--- src/rtl/tenkey_scan.sv ---
// 4x3 keypad scanner: drives the columns, debounces whole-matrix snapshots
// and emits one registered one-hot strobe per accepted key press.
module tenkey_scan #(
  parameter int unsigned SCAN_DIV = 4,
  parameter int unsigned DEBOUNCE = 2
) (
  input  logic       clk,
  input  logic       reset,
  input  logic [3:0] row,
  output logic [2:0] col,
  output logic [9:0] tenkey,
  output logic       star,
  output logic       hash,
  output logic       key_valid,
  output logic [3:0] digit
);

  localparam int unsigned SLOT_W = (SCAN_DIV > 1) ? $clog2(SCAN_DIV) : 1;
  localparam int unsigned CNT_W  = $clog2(DEBOUNCE + 1);
  localparam logic [SLOT_W-1:0] SLOT_LAST = SLOT_W'(SCAN_DIV - 1);
  localparam logic [CNT_W-1:0]  CNT_MAX   = CNT_W'(DEBOUNCE);

  typedef enum logic {RELEASED, HELD} state_t;

  state_t            state, state_nxt;
  logic [3:0]        sync1, sync2;
  logic [SLOT_W-1:0] slot;
  logic [11:0]       acc, snap, prev;
  logic [CNT_W-1:0]  cnt, cnt_upd;
  logic              sample, frame_end, stable, one_hot;
  logic [3:0]        code;
  logic [9:0]        tenkey_nxt;
  logic              star_nxt, hash_nxt, valid_nxt;
  logic [3:0]        digit_nxt;

  assign sample    = (slot == SLOT_LAST);
  assign frame_end = sample & col[2];

  // Snapshot as it would look if the current column were captured now.
  always_comb begin
    snap = acc;
    for (int r = 0; r < 4; r++) begin
      for (int c = 0; c < 3; c++) begin
        if (col[c]) snap[r*3 + c] = sync2[r];
      end
    end
  end

  always_comb begin
    if (snap == prev) cnt_upd = (cnt == CNT_MAX) ? cnt : cnt + CNT_W'(1);
    else              cnt_upd = '0;
  end

  assign stable  = (cnt_upd == CNT_MAX);
  assign one_hot = (snap != 12'd0) && ((snap & (snap - 12'd1)) == 12'd0);

  // Matrix bit (row*3 + column) to key code; * = A, # = B.
  always_comb begin
    case (snap)
      12'h001: code = 4'd1;
      12'h002: code = 4'd2;
      12'h004: code = 4'd3;
      12'h008: code = 4'd4;
      12'h010: code = 4'd5;
      12'h020: code = 4'd6;
      12'h040: code = 4'd7;
      12'h080: code = 4'd8;
      12'h100: code = 4'd9;
      12'h200: code = 4'hA;
      12'h400: code = 4'd0;
      12'h800: code = 4'hB;
      default: code = 4'hF;
    endcase
  end

  // Synchronizer, column scan and frame debounce datapath.
  always_ff @(posedge clk or posedge reset) begin
    if (reset) begin
      sync1 <= '0;
      sync2 <= '0;
      slot  <= '0;
      col   <= 3'b001;
      acc   <= '0;
      prev  <= '0;
      cnt   <= '0;
    end else begin
      sync1 <= row;
      sync2 <= sync1;
      if (sample) begin
        slot <= '0;
        col  <= {col[1:0], col[2]};
        acc  <= snap;
      end else begin
        slot <= slot + SLOT_W'(1);
      end
      if (frame_end) begin
        prev <= snap;
        cnt  <= cnt_upd;
      end
    end
  end

  always_ff @(posedge clk or posedge reset) begin
    if (reset) begin
      state     <= RELEASED;
      tenkey    <= '0;
      star      <= 1'b0;
      hash      <= 1'b0;
      key_valid <= 1'b0;
      digit     <= 4'hF;
    end else begin
      state     <= state_nxt;
      tenkey    <= tenkey_nxt;
      star      <= star_nxt;
      hash      <= hash_nxt;
      key_valid <= valid_nxt;
      digit     <= digit_nxt;
    end
  end

  // Press/release tracking; only a clean single key from RELEASED strobes.
  always_comb begin
    state_nxt  = state;
    tenkey_nxt = '0;
    star_nxt   = 1'b0;
    hash_nxt   = 1'b0;
    valid_nxt  = 1'b0;
    digit_nxt  = digit;
    if (frame_end && stable) begin
      case (state)
        RELEASED: begin
          if (one_hot) begin
            state_nxt = HELD;
            valid_nxt = 1'b1;
            digit_nxt = code;
            if (code < 4'd10)       tenkey_nxt = 10'd1 << code;
            else if (code == 4'hA)  star_nxt   = 1'b1;
            else                    hash_nxt   = 1'b1;
          end
        end
        HELD: begin
          if (snap == 12'd0) state_nxt = RELEASED;
        end
        default: state_nxt = RELEASED;
      endcase
    end
  end

endmodule

--- config.mk ---
export PLATFORM = sky130hd
export DESIGN_NAME = tenkey_scan
export DESIGN_NICKNAME = d
export VERILOG_FILES = /design/src/rtl/tenkey_scan.sv
export SDC_FILE = /design/constraint.sdc
export NUM_CORES = 1
export LEC_CHECK = 0
export CORE_UTILIZATION = 40
export CTS_BUF_LIST = sky130_fd_sc_hd__clkbuf_4 sky130_fd_sc_hd__clkbuf_8
export CTS_CLUSTER_SIZE = 40
export DETAILED_ROUTE_END_ITERATION = 10
export SYNTH_ARGS = -nofsm -noshare
export SYNTH_HDL_FRONTEND = slang
export SYNTH_SLANG_ARGS = --single-unit
--- constraint.sdc ---
create_clock -name clk -period 6.6 [get_ports clk]
set_clock_uncertainty 0.2 [all_clocks]
set_input_delay 0.99 -clock clk [delete_from_list [all_inputs] [get_ports clk]]
set_output_delay 0.99 -clock clk [all_outputs]
set_load 0.03 [all_outputs]
==> results of run 1 <==
-- layout make-up --
cell class                 count  area (sq um)  area share, %
clock buffer                   9           124           3.39
clock inverter                 7           125           3.42
inverter                      10          37.5           1.03
multi-input combinational    196          1560           42.6
sequential                    57          1430           39.2
tap                           99           124           3.39
timing repair buffer          26           258           7.05
-- cells in the mapped netlist (2+ instances only) --
cell | n | area (sq um)
dfrtp_1 | 52 | 1300
nand2_1 | 37 | 139
o21ai_0 | 17 | 85.1
xnor2_1 | 13 | 114
inv_1 | 10 | 37.5
mux2_2 | 10 | 113
nor4_2 | 9 | 113
nand2b_1 | 8 | 50.1
mux2i_4 | 7 | 158
nand3_1 | 7 | 35.0
and3_1 | 6 | 37.5
nand4_1 | 6 | 37.5
dfstp_2 | 5 | 131
and4_1 | 4 | 35.0
buf_6 | 4 | 45.0
mux2i_2 | 4 | 55.1
nand3b_1 | 4 | 30.0
nor2_1 | 4 | 15.0
nor3_1 | 4 | 20.0
a21oi_1 | 3 | 15.0
buf_2 | 3 | 15.0
clkbuf_1 | 3 | 11.3
mux2i_1 | 3 | 30.0
a211o_1 | 2 | 17.5
a21o_1 | 2 | 15.0
a31oi_1 | 2 | 12.5
and2_1 | 2 | 12.5
ha_1 | 2 | 25.0
mux2_1 | 2 | 22.5
nor2b_1 | 2 | 12.5
nor3b_1 | 2 | 15.0
nor4_1 | 2 | 12.5
nor4_4 | 2 | 42.5
o21ai_1 | 2 | 10.0
o21bai_1 | 2 | 15.0
o22ai_1 | 2 | 12.5
xor2_1 | 2 | 17.5
-- cells in the final DEF (no fill, tap or decap), drive strengths merged, types with 4 or more instances in the layout --
cell type / n
dfrtp: 52
nand2: 37
clkdlybuf4s50: 25
o21ai: 20
mux2i: 14
xnor2: 13
nor4: 13
mux2: 12
inv: 12
clkbuf: 9
nand2b: 8
nand3: 8
nand4: 8
and3: 6
dfstp: 5
nor3: 5
nand3b: 5
nor2: 4
and4: 4
-- sequential cells by signal, summed over array words and instances (netlist names), 2 cells and up --
name / count
digit: 4
sync2: 4
prev: 12
tenkey: 10
cnt: 2
slot: 2
acc: 12
sync1: 4
col: 3
-- per-layer routing --
| metal | vias to the layer above | global-route usage (%) |
|---|---|---|
| met4 | 0 | 5.91 |
| met3 | 12 | 4.48 |
| met5 | - | 0 |
| met2 | 49 | 25.1 |
| li1 | 1053 | - |
| met1 | 1059 | 23.2 |
-- power by group --
| group | switching, uW | internal [uW] | leakage [uW] |
|---|---|---|---|
| clock | 151 | 254 | 0.000124 |
| combinational | 6.86 | 3.68 | 0.000639 |
| sequential | 5.09 | 352 | 0.000756 |
| total | 163 | 610 | 0.00152 |
-- cells by family (layout without fill, tap and decap cells) --
family | count (synthesis) | count (layout) | synth area share [%]
buffers and inverters | 20 | 52 | 3.51
AOI/OAI and AO/OA | 43 | 43 | 9.33
DFF | 57 | 57 | 46.2
muxes | 26 | 26 | 12.2
xor gates and xnor gates | 15 | 15 | 4.24
and+or+nand+nor | 109 | 109 | 23.4
adders and majority gates | 3 | 3 | 1.13
-- metrics by stage --
stage               cell area (sq um)  power, uW  setup WS (ns)  cells  util [%]
finish                           3660        773           3.40    404      49.6
global route                     3660        797           3.21    404      49.6
CTS                              3660        781           3.46    404      49.6
detailed placement               3410        375           3.47    388      46.3
global placement                 3410        374           3.54    388      46.3
floorplan                        3100        368           3.74    273         -
-- worst register-to-register path: stages (launching register included) --
cell and delay (ns):
dfstp_2 0.75, mux2i_4 0.41, nand4_1 0.32, or4_1 0.58, a211o_1 0.47, nor4_2 0.35
-- worst max-delay path by stage --
stage	from	to	slack, ns	cells after the start
after detailed placement	col[2]$_DFFE_PP0P_	star$_DFF_PP0_	3.47	5
after CTS	col[2]$_DFFE_PP0P_	tenkey[6]$_DFF_PP0_	3.46	5
after floorplan	col[0]$_DFFE_PP1P_	digit[1]$_DFFE_PP1P_	3.74	7
after global placement	col[0]$_DFFE_PP1P_	hash$_DFF_PP0_	3.54	5
after global routing	col[2]$_DFFE_PP0P_	hash$_DFF_PP0_	3.21	5
final	col[0]$_DFFE_PP1P_	tenkey[6]$_DFF_PP0_	3.40	5
==> metrics.yaml, run 1 <==
hold_path:
  hold_path_startpoint: "sync1[1]$_DFF_PP0_"
  hold_path.class: "register to register"
  hold_end: "sync2[1]$_DFF_PP0_"
  hold_depth: 0
outcome:
  outcome: "complete, no violations"
route:
  met3_length_um: 308
  routed_via_density: 5.38
  highest_layer: "met4"
  drcViolationCount: 0
  ant_nets: 0
  route.met2.wl_um: 2910
  drt-total-wl_um: 6420
  wl_per_cell_um: 15.9
  firstDrtPassIters: 4
  drt-met1-wl_um: 3090
  route.vias.total: 2173
  dr.first_iter.drc_count: 87
sta:
  whs_ns: 0.155
  rsz0062_at_grt: "no"
  period_minus_slack_ns: 3.20
  relSlewSlack_pct: 48.5
  clock.fmax_mhz: 312
  hold_violations: 0
  setup_violations: 0
  drv_slew: 0
  worst_pin_slew_ns: 0.771
  tns_ns: 0
  post-route-period-util_pct: 48.5
layout:
  n_fill_cell: 690
  drive_gt1_share_pct: 21.0
  n_antenna_cell: 0
  area_growth_syn_to_layout_pct: 18.0
  layout.nets: 308
critical_path:
  crit_arrival_ns: 3.23
  critPathRequiredTime_ns: 6.63
  start_kind: "register"
  path_max_fanout: 13
  cpPeakStageDelay_ns: 0.75
  timing.critical_path.buf_inv: 0
  crit_type: "register to register"
  r2r_end: "tenkey[6]$_DFF_PP0_"
  cp_slowest_cell: "dfstp_2"
  path_cells: "mux2i_4 > nand4_1 > or4_1 > a211o_1 > nor4_2"
  r2r_start: "col[0]$_DFFE_PP1P_"
  ff2ff_path_depth: 5
  r2r_setup_slack_ns: 3.40
  critPathCaptureType: "register"
  cpLargestDelayFamily: "simple AND/OR/NAND/NOR gates"
placement:
  place.gp.congestion: 0.883
  io_buffer_count: 25
  dp.final_hpwl_um: 4660
synth:
  syn_area_sq_um: 3100
  synth_edf_count: 0
  ys_ff_latch: 57
  syn-num-nets: 281
  ys_types: 59
  ys.flop_type: "dfrtp_1"
  ys.warnings.count: 0
  syn_inst: 273
  ys_seq_area_share_pct: 46.2
  avgSynthCellArea_sq_um: 11.4
  synthArstFlopShare_pct: 100
clock_tree:
  cts.path.max_buffers: 2
  worstSkewPairLatency_ns: 0.34
  ctsHoldBuffers: 0
  numCtsBuffers: 9
  htree_num_levels: 3
  clkTransAtPathRegs_ns: 0.07
  cts_setup_buffers: 0
  cts_tree: "built"
  clock_sinks: 57
  cts_root_buffer: "clkbuf_8"
  ctsResizeCount: 0
job:
  maxCapViolCount: 0
power_and_ir_drop:
  powerDensity_nw_per_um2: 211
  ir_worst_vdd_v: 0.000189
  leakagePower_uw: 0.00152
die:
  row_count: 31
  io_pins: 26
  initial_utilization_pct: 42.1
  die_h_um: 90.0
  core_area_sq_um: 7370
  dieArea_sq_um: 8100
  die_w_um: 90.0
global_routing:
  grt_usage_pct: 16.7
  grt_pass1_wl_um: 10500
  grt.overflow.total: 0
  grt_max_degree: 58
  antenna_found_initial: 0
  first_global_vias: 2021
(Power assumes the default switching activity.)
==> run 2: changes to the inputs <==
Clock period 6.6 ns to 2.6 ns, I/O delays scaled along.
==> run 2 against run 1 <==
Net effect:
- the run now ends with setup timing left
- sequential cell count stayed put
- maximum frequency is 22% higher
- register-to-register slack worse by 3.4 ns
- largest power group is now registers
==> metrics.yaml, run 2 (same netlist as run 1, synthesis figures left out) <==
outcome:
  outcome: "finished, violations left"
  violations: "setup timing"
clock_tree:
  clock_sinks: 57  # unchanged
  cts_root_buffer: "clkbuf_8"
  cts_tree: "built"
  numCtsBuffers: 9  # unchanged
  clkTransAtPathRegs_ns: 0.07  # about the same
  worstSkewPairLatency_ns: 0.34  # about the same
  htree_num_levels: 3  # unchanged
  cts.path.max_buffers: 2  # unchanged
critical_path:
  start_kind: "register"
  critPathCaptureType: "register"
  crit_arrival_ns: 2.70  # -0.53 ns
  crit_type: "register to register"
  critPathRequiredTime_ns: 2.68  # -3.95 ns
  path_max_fanout: 7  # -6
die:
  core_area_sq_um: 7370  # unchanged
  dieArea_sq_um: 8100  # unchanged
  io_pins: 26  # unchanged
  die_w_um: 90.0  # unchanged
  initial_utilization_pct: 42.1  # unchanged
  die_h_um: 90.0  # unchanged
  row_count: 31  # unchanged
route:
  routed_via_density: 5.12  # -4.8%
  ant_nets: 0  # unchanged
  dr.first_iter.drc_count: 58  # -33%
  drt-total-wl_um: 6970  # +8.6%
  route.vias.total: 2293  # +5.5%
  firstDrtPassIters: 4  # unchanged
  wl_per_cell_um: 15.5  # -2.1%
  drcViolationCount: 0  # unchanged
placement:
  place_inst: 429  # +11%
  place.gp.congestion: 0.843  # -4.6%
  preCtsSetupSlack_ns: -0.0888  # -3.55 ns
  io_buffer_count: 25  # unchanged
  place_area_sq_um: 3790  # +11%
  dp.final_hpwl_um: 5340  # +15%
global_routing:
  antenna_found_initial: 0  # unchanged
  grt_usage_pct: 18.8  # +2.1 points
  grt_max_degree: 35  # -40%
  first_global_vias: 2310  # +14%
  grt.overflow.total: 0  # unchanged
  grt_pass1_wl_um: 11800  # +13%
layout:
  post-route-util_pct: 56.3  # +6.7 points
  layout.nets: 352  # +14%
  n_antenna_cell: 0  # unchanged
  postLayoutCellArea_sq_um: 4150  # +13%
  final_common_cell: "dfrtp_1"
  area_growth_syn_to_layout_pct: 33.9
  top_regs: "acc (12), prev (12), tenkey (10)"
  instances_no_fill: 448  # +11%
  drive_gt1_share_pct: 35.5  # +15 points
  final_cell_mix: "49 x dfrtp_1, 37 x nand2_1, 37 x buf_4"
job:
  maxCapViolCount: 0  # unchanged
sta:
  period_minus_slack_ns: 2.62  # -0.585 ns
  drv_slew: 0  # unchanged
  relSlewSlack_pct: 44.0  # -4.5 points
  setup_violations: 5  # +5
  hold_violations: 0  # unchanged
  rsz0062_at_grt: "yes"
  post-route-period-util_pct: 101  # +52 points
  worst_slack_ns: -0.0181  # -3.41 ns
  worst_pin_slew_ns: 0.837  # +0.0667 ns
  clock.fmax_mhz: 382  # +22%
power_and_ir_drop:
  ir_worst_vdd_v: 0.000333  # +76%
  clkPwrFrac_pct: 47.3  # -5.2 points
  powerDensity_nw_per_um2: 429  # +100%
  pwr-share-comb_pct: 2.0  # +0.6 points
  internal_power_uw: 1380  # +130%
  p_sw_uw: 395  # +140%
  swShare_pct: 22.2  # +1.1 points
  p_seq_share_pct: 50.8  # +4.6 points
  leakagePower_uw: 0.00175  # +15%
hold_path:
  hold_path.class: "register to register"
run 2: worst max-delay path, cell delays in order, from the launching register on:
cell	delay, ns
dfstp_2	0.55
buf_12	0.14
mux2i_4	0.26
nand4_1	0.15
or4_4	0.47
a21oi_2	0.13
and4bb_2	0.30
mux2_2	0.35
run 2: through the flow:
| step | total power (uW) | setup TNS [ns] | hold WS [ns] |
|---|---|---|---|
| global route | 1840 | -1.18 | 0.156 |
| detailed placement | 956 | -0.833 | 0.136 |
| CTS | 1800 | -0.0107 | 0.152 |
| global placement | 956 | -0.502 | 0.134 |
| finish | 1780 | -0.0487 | 0.150 |
| floorplan | 934 | -1.29 | 0.131 |
run 2: per-layer routing:
metal | global-route usage (%) | vias up | part of all wire [%]
met3 | 4.06 | 7 | 2.7
met5 | 0 | - | 0
met4 | 6.72 | 0 | 1.4
met2 | 30.4 | 38 | 47
li1 | - | 1147 | -
met1 | 24.8 | 1101 | 49
run 2: worst paths after layout:
kind | from | to | slack (ns) | cells after the start
setup / recovery | col[0]$_DFFE_PP1P_ | digit[1]$_DFFE_PP1P_ | -0.02 | 7
hold / removal | sync1[0]$_DFF_PP0_ | sync2[0]$_DFF_PP0_ | 0.15 | 0
setup reg to reg | col[0]$_DFFE_PP1P_ | digit[1]$_DFFE_PP1P_ | -0.02 | 7
hold reg to reg | sync1[0]$_DFF_PP0_ | sync2[0]$_DFF_PP0_ | 0.15 | 0
max in group asynchronous | reset | digit[3]$_DFFE_PP1P_ | 1.39 | 3
min in group asynchronous | reset | key_valid$_DFF_PP0_ | 0.19 | 2
run 2: area by class of cell:
class,count,area [sq um]
Multi-Input combinational cell,196,1680
Tap cell,99,124
Inverter,10,37.5
Sequential cell,57,1440
Clock inverter,5,56.3
Fill cell,645,3220
Timing Repair Buffer,70,676
Clock buffer,11,145
run 2: power groups by stage:
stage	clock network, uW	logic [uW]	registers [uW]
after floorplan	0	17.4	916
after global placement	0	36.4	920
after detailed placement	0	36.6	920
after CTS	855	36.6	903
after global routing	891	40.0	904
final	841	34.7	904
run 2: timing repair:
action | in CTS | in global routing
endpoints found under the setup margin | 13 | 17
hold buffers | 0 | 0
setup buffers | 0 | 2
gates cloned | 0 | 1
resized for setup | 5 | 19
pin swaps | 3 | 3
==> run 3: changes to the inputs <==
Settings changed: CORE_MARGIN from default to 2, CTS_CLUSTER_DIAMETER from default to 150.
==> run 3 against run 2 <==
Net effect:
- the run still ends with setup timing left
- hold slack worse by 0.032 ns
- sequential power hardly changed
- non-clock buffer count is 5 higher
- critical path depth is 1 higher
- wire length increased by 2.2%
- die area increased by 4.5%
- sequential cell count did not move
- final area shrank 0.12%
- critical path type unchanged
- highest routed layer unchanged
- combinational power increased by 5%
==> metrics.yaml, run 3 (same netlist as run 1, synthesis figures left out) <==
layout:
  n_fill_cell: 679  # +5.3%
  final_common_cell: "dfrtp_1"
  postLayoutCellArea_sq_um: 4150  # -0.12%
  post-route-util_pct: 54.5  # -1.8 points
  multi_input_area_sq_um: 1680  # unchanged
  seq_area_sq_um: 1440  # +0.17%
  top_regs: "acc (12), prev (12), tenkey (10)"
  area_growth_syn_to_layout_pct: 33.8
  layout.nets: 357  # +1.4%
  drive_gt1_share_pct: 37.0  # +1.5 points
  n_antenna_cell: 0  # unchanged
  final_cell_mix: "50 x dfrtp_1, 45 x buf_4, 37 x nand2_1"
sta:
  worst_pin_slew_ns: 0.413  # -0.424 ns
  worst_slack_ns: -0.0189  # -0.000745 ns
  post-route-period-util_pct: 101  # about the same
  drv_slew: 0  # unchanged
  relSlewSlack_pct: 72.5  # +28 points
  tns_ns: -0.0623  # -0.0137 ns
  clock.fmax_mhz: 382  # about the same
  setup_violations: 6  # +1
  period_minus_slack_ns: 2.62  # +0.000745 ns
  hold_violations: 0  # unchanged
  rsz0062_at_grt: "yes"
route:
  routed_via_density: 5.20  # +1.5%
  wl_per_cell_um: 15.6  # +0.42%
  firstDrtPassIters: 4  # unchanged
  drt-total-wl_um: 7120  # +2.2%
  route.vias.total: 2369  # +3.3%
  drcViolationCount: 0  # unchanged
  dr.first_iter.drc_count: 94  # +62%
  ant_nets: 0  # unchanged
clock_tree:
  cts.path.max_buffers: 2  # unchanged
  clkTransAtPathRegs_ns: 0.07  # about the same
  cts_tree: "built"
  numCtsBuffers: 9  # unchanged
  cts_root_buffer: "clkbuf_8"
  worstSkewPairLatency_ns: 0.35  # about the same
  ctsHoldBuffers: 0  # unchanged
  htree_num_levels: 3  # unchanged
  clock_sinks: 57  # unchanged
placement:
  place_area_sq_um: 3780  # -0.30%
  dp.final_hpwl_um: 5300  # -0.84%
  io_buffer_count: 25  # unchanged
  place.gp.congestion: 0.908  # +7.8%
critical_path:
  r2r_end: "digit[3]$_DFFE_PP1P_"
  critPathCaptureType: "register"
  ff2ff_path_depth: 8  # +1
  r2r_start: "col[0]$_DFFE_PP1P_"
  r2r_setup_slack_ns: -0.02  # about the same
  crit_arrival_ns: 2.69  # about the same
  start_kind: "register"
  crit_type: "register to register"
  path_max_fanout: 7  # unchanged
  critPathLaunch: "col[0]$_DFFE_PP1P_"
  critPathRequiredTime_ns: 2.67  # about the same
  critical_path.endpoint: "digit[3]$_DFFE_PP1P_"
die:
  core_area_sq_um: 7610  # +3.2%
  die_h_um: 92.0  # +2.2%
  initial_utilization_pct: 40.7  # -1.3 points
  row_count: 32  # +3.2%
  dieArea_sq_um: 8470  # +4.5%
  die_w_um: 92.0  # +2.2%
  io_pins: 26  # unchanged
job:
  maxCapViolCount: 0  # unchanged
global_routing:
  grt_usage_pct: 19.0  # +0.19 points
  first_global_vias: 2403  # +4.0%
  grt.overflow.total: 0  # unchanged
  grt_max_degree: 30  # -14%
  grt_pass1_wl_um: 12300  # +4.4%
  antenna_found_initial: 0  # unchanged
outcome:
  violations: "setup timing"
  outcome: "finished, violations left"
hold_path:
  hold_path.class: "input pin to async pin"
power_and_ir_drop:
  powerDensity_nw_per_um2: 430  # +0.39%
  leakagePower_uw: 0.00179  # +2.6%
  ir_worst_vdd_v: 0.000503  # +51%
==> run 3: cell types whose count changed in the layout (fill, tap and decap cells not counted), sizes merged <==
cell / change
buf: +6
clkbuf: -1
clkdlybuf4s50: -1
dlymetal6s2s: +1
==> run 3: cell type report <==
cell class              instances  area share [%]
well taps                     102            3.08
multi-input cells             196            40.4
repair buffers                 75            16.0
inverters                      10           0.906
clock buffers                  11            3.50
clock inverters                 5            1.36
flip-flops and latches         57            34.7
==> run 3: per-layer routing <==
layer | up-vias | global-route usage [%] | routed length, um
met4 | 0 | 7.34 | 107
met2 | 51 | 30.0 | 3400
li1 | 1157 | - | -
met1 | 1151 | 25.0 | 3340
met5 | - | 0 | 0
met3 | 10 | 4.93 | 280
==> run 3: worst min-delay path by stage <==
stage | from | endpoint | slack (ns) | cells after the start
final | reset | sync1[3]$_DFF_PP0_ | 0.12 | 2
after detailed placement | sync1[2]$_DFF_PP0_ | sync2[2]$_DFF_PP0_ | 0.13 | 0
after floorplan | sync1[0]$_DFF_PP0_ | sync2[0]$_DFF_PP0_ | 0.13 | 0
after global routing | reset | sync1[3]$_DFF_PP0_ | 0.14 | 2
after CTS | reset | sync1[3]$_DFF_PP0_ | 0.11 | 2
after global placement | sync1[1]$_DFF_PP0_ | sync2[1]$_DFF_PP0_ | 0.13 | 0
==> run 3: power breakdown <==
group | total [uW] | internal (uW) | switching (uW)
logic | 36.5 | 15.3 | 21.2
clock network | 844 | 477 | 367
registers | 903 | 893 | 10.3
==> run 3: critical path: stages, from the launching register on <==
cell,delay (ns)
dfstp_4,0.68
buf_6,0.15
mux2i_4,0.26
xnor2_2,0.10
nor4_4,0.31
nand4_1,0.10
and4bb_4,0.42
buf_6,0.11
mux2i_1,0.20
==> run 3: timing repair <==
action                                  in CTS  in global routing
pin swaps                                    4                  2
setup buffers                                5                  0
resized for setup                           14                 17
endpoints found under the setup margin      17                 18
==> run 3: per-stage QoR <==
step / total power [uW] / worst slack (ns) / cells / hold slack, ns
detailed placement: 958 / -0.153 / 435 / 0.135
floorplan: 934 / -0.191 / 273 / 0.131
global placement: 957 / -0.0996 / 435 / 0.132
CTS: 1810 / -0.00818 / 456 / 0.114
global route: 1860 / -0.124 / 456 / 0.142
finish: 1780 / -0.0189 / 456 / 0.118
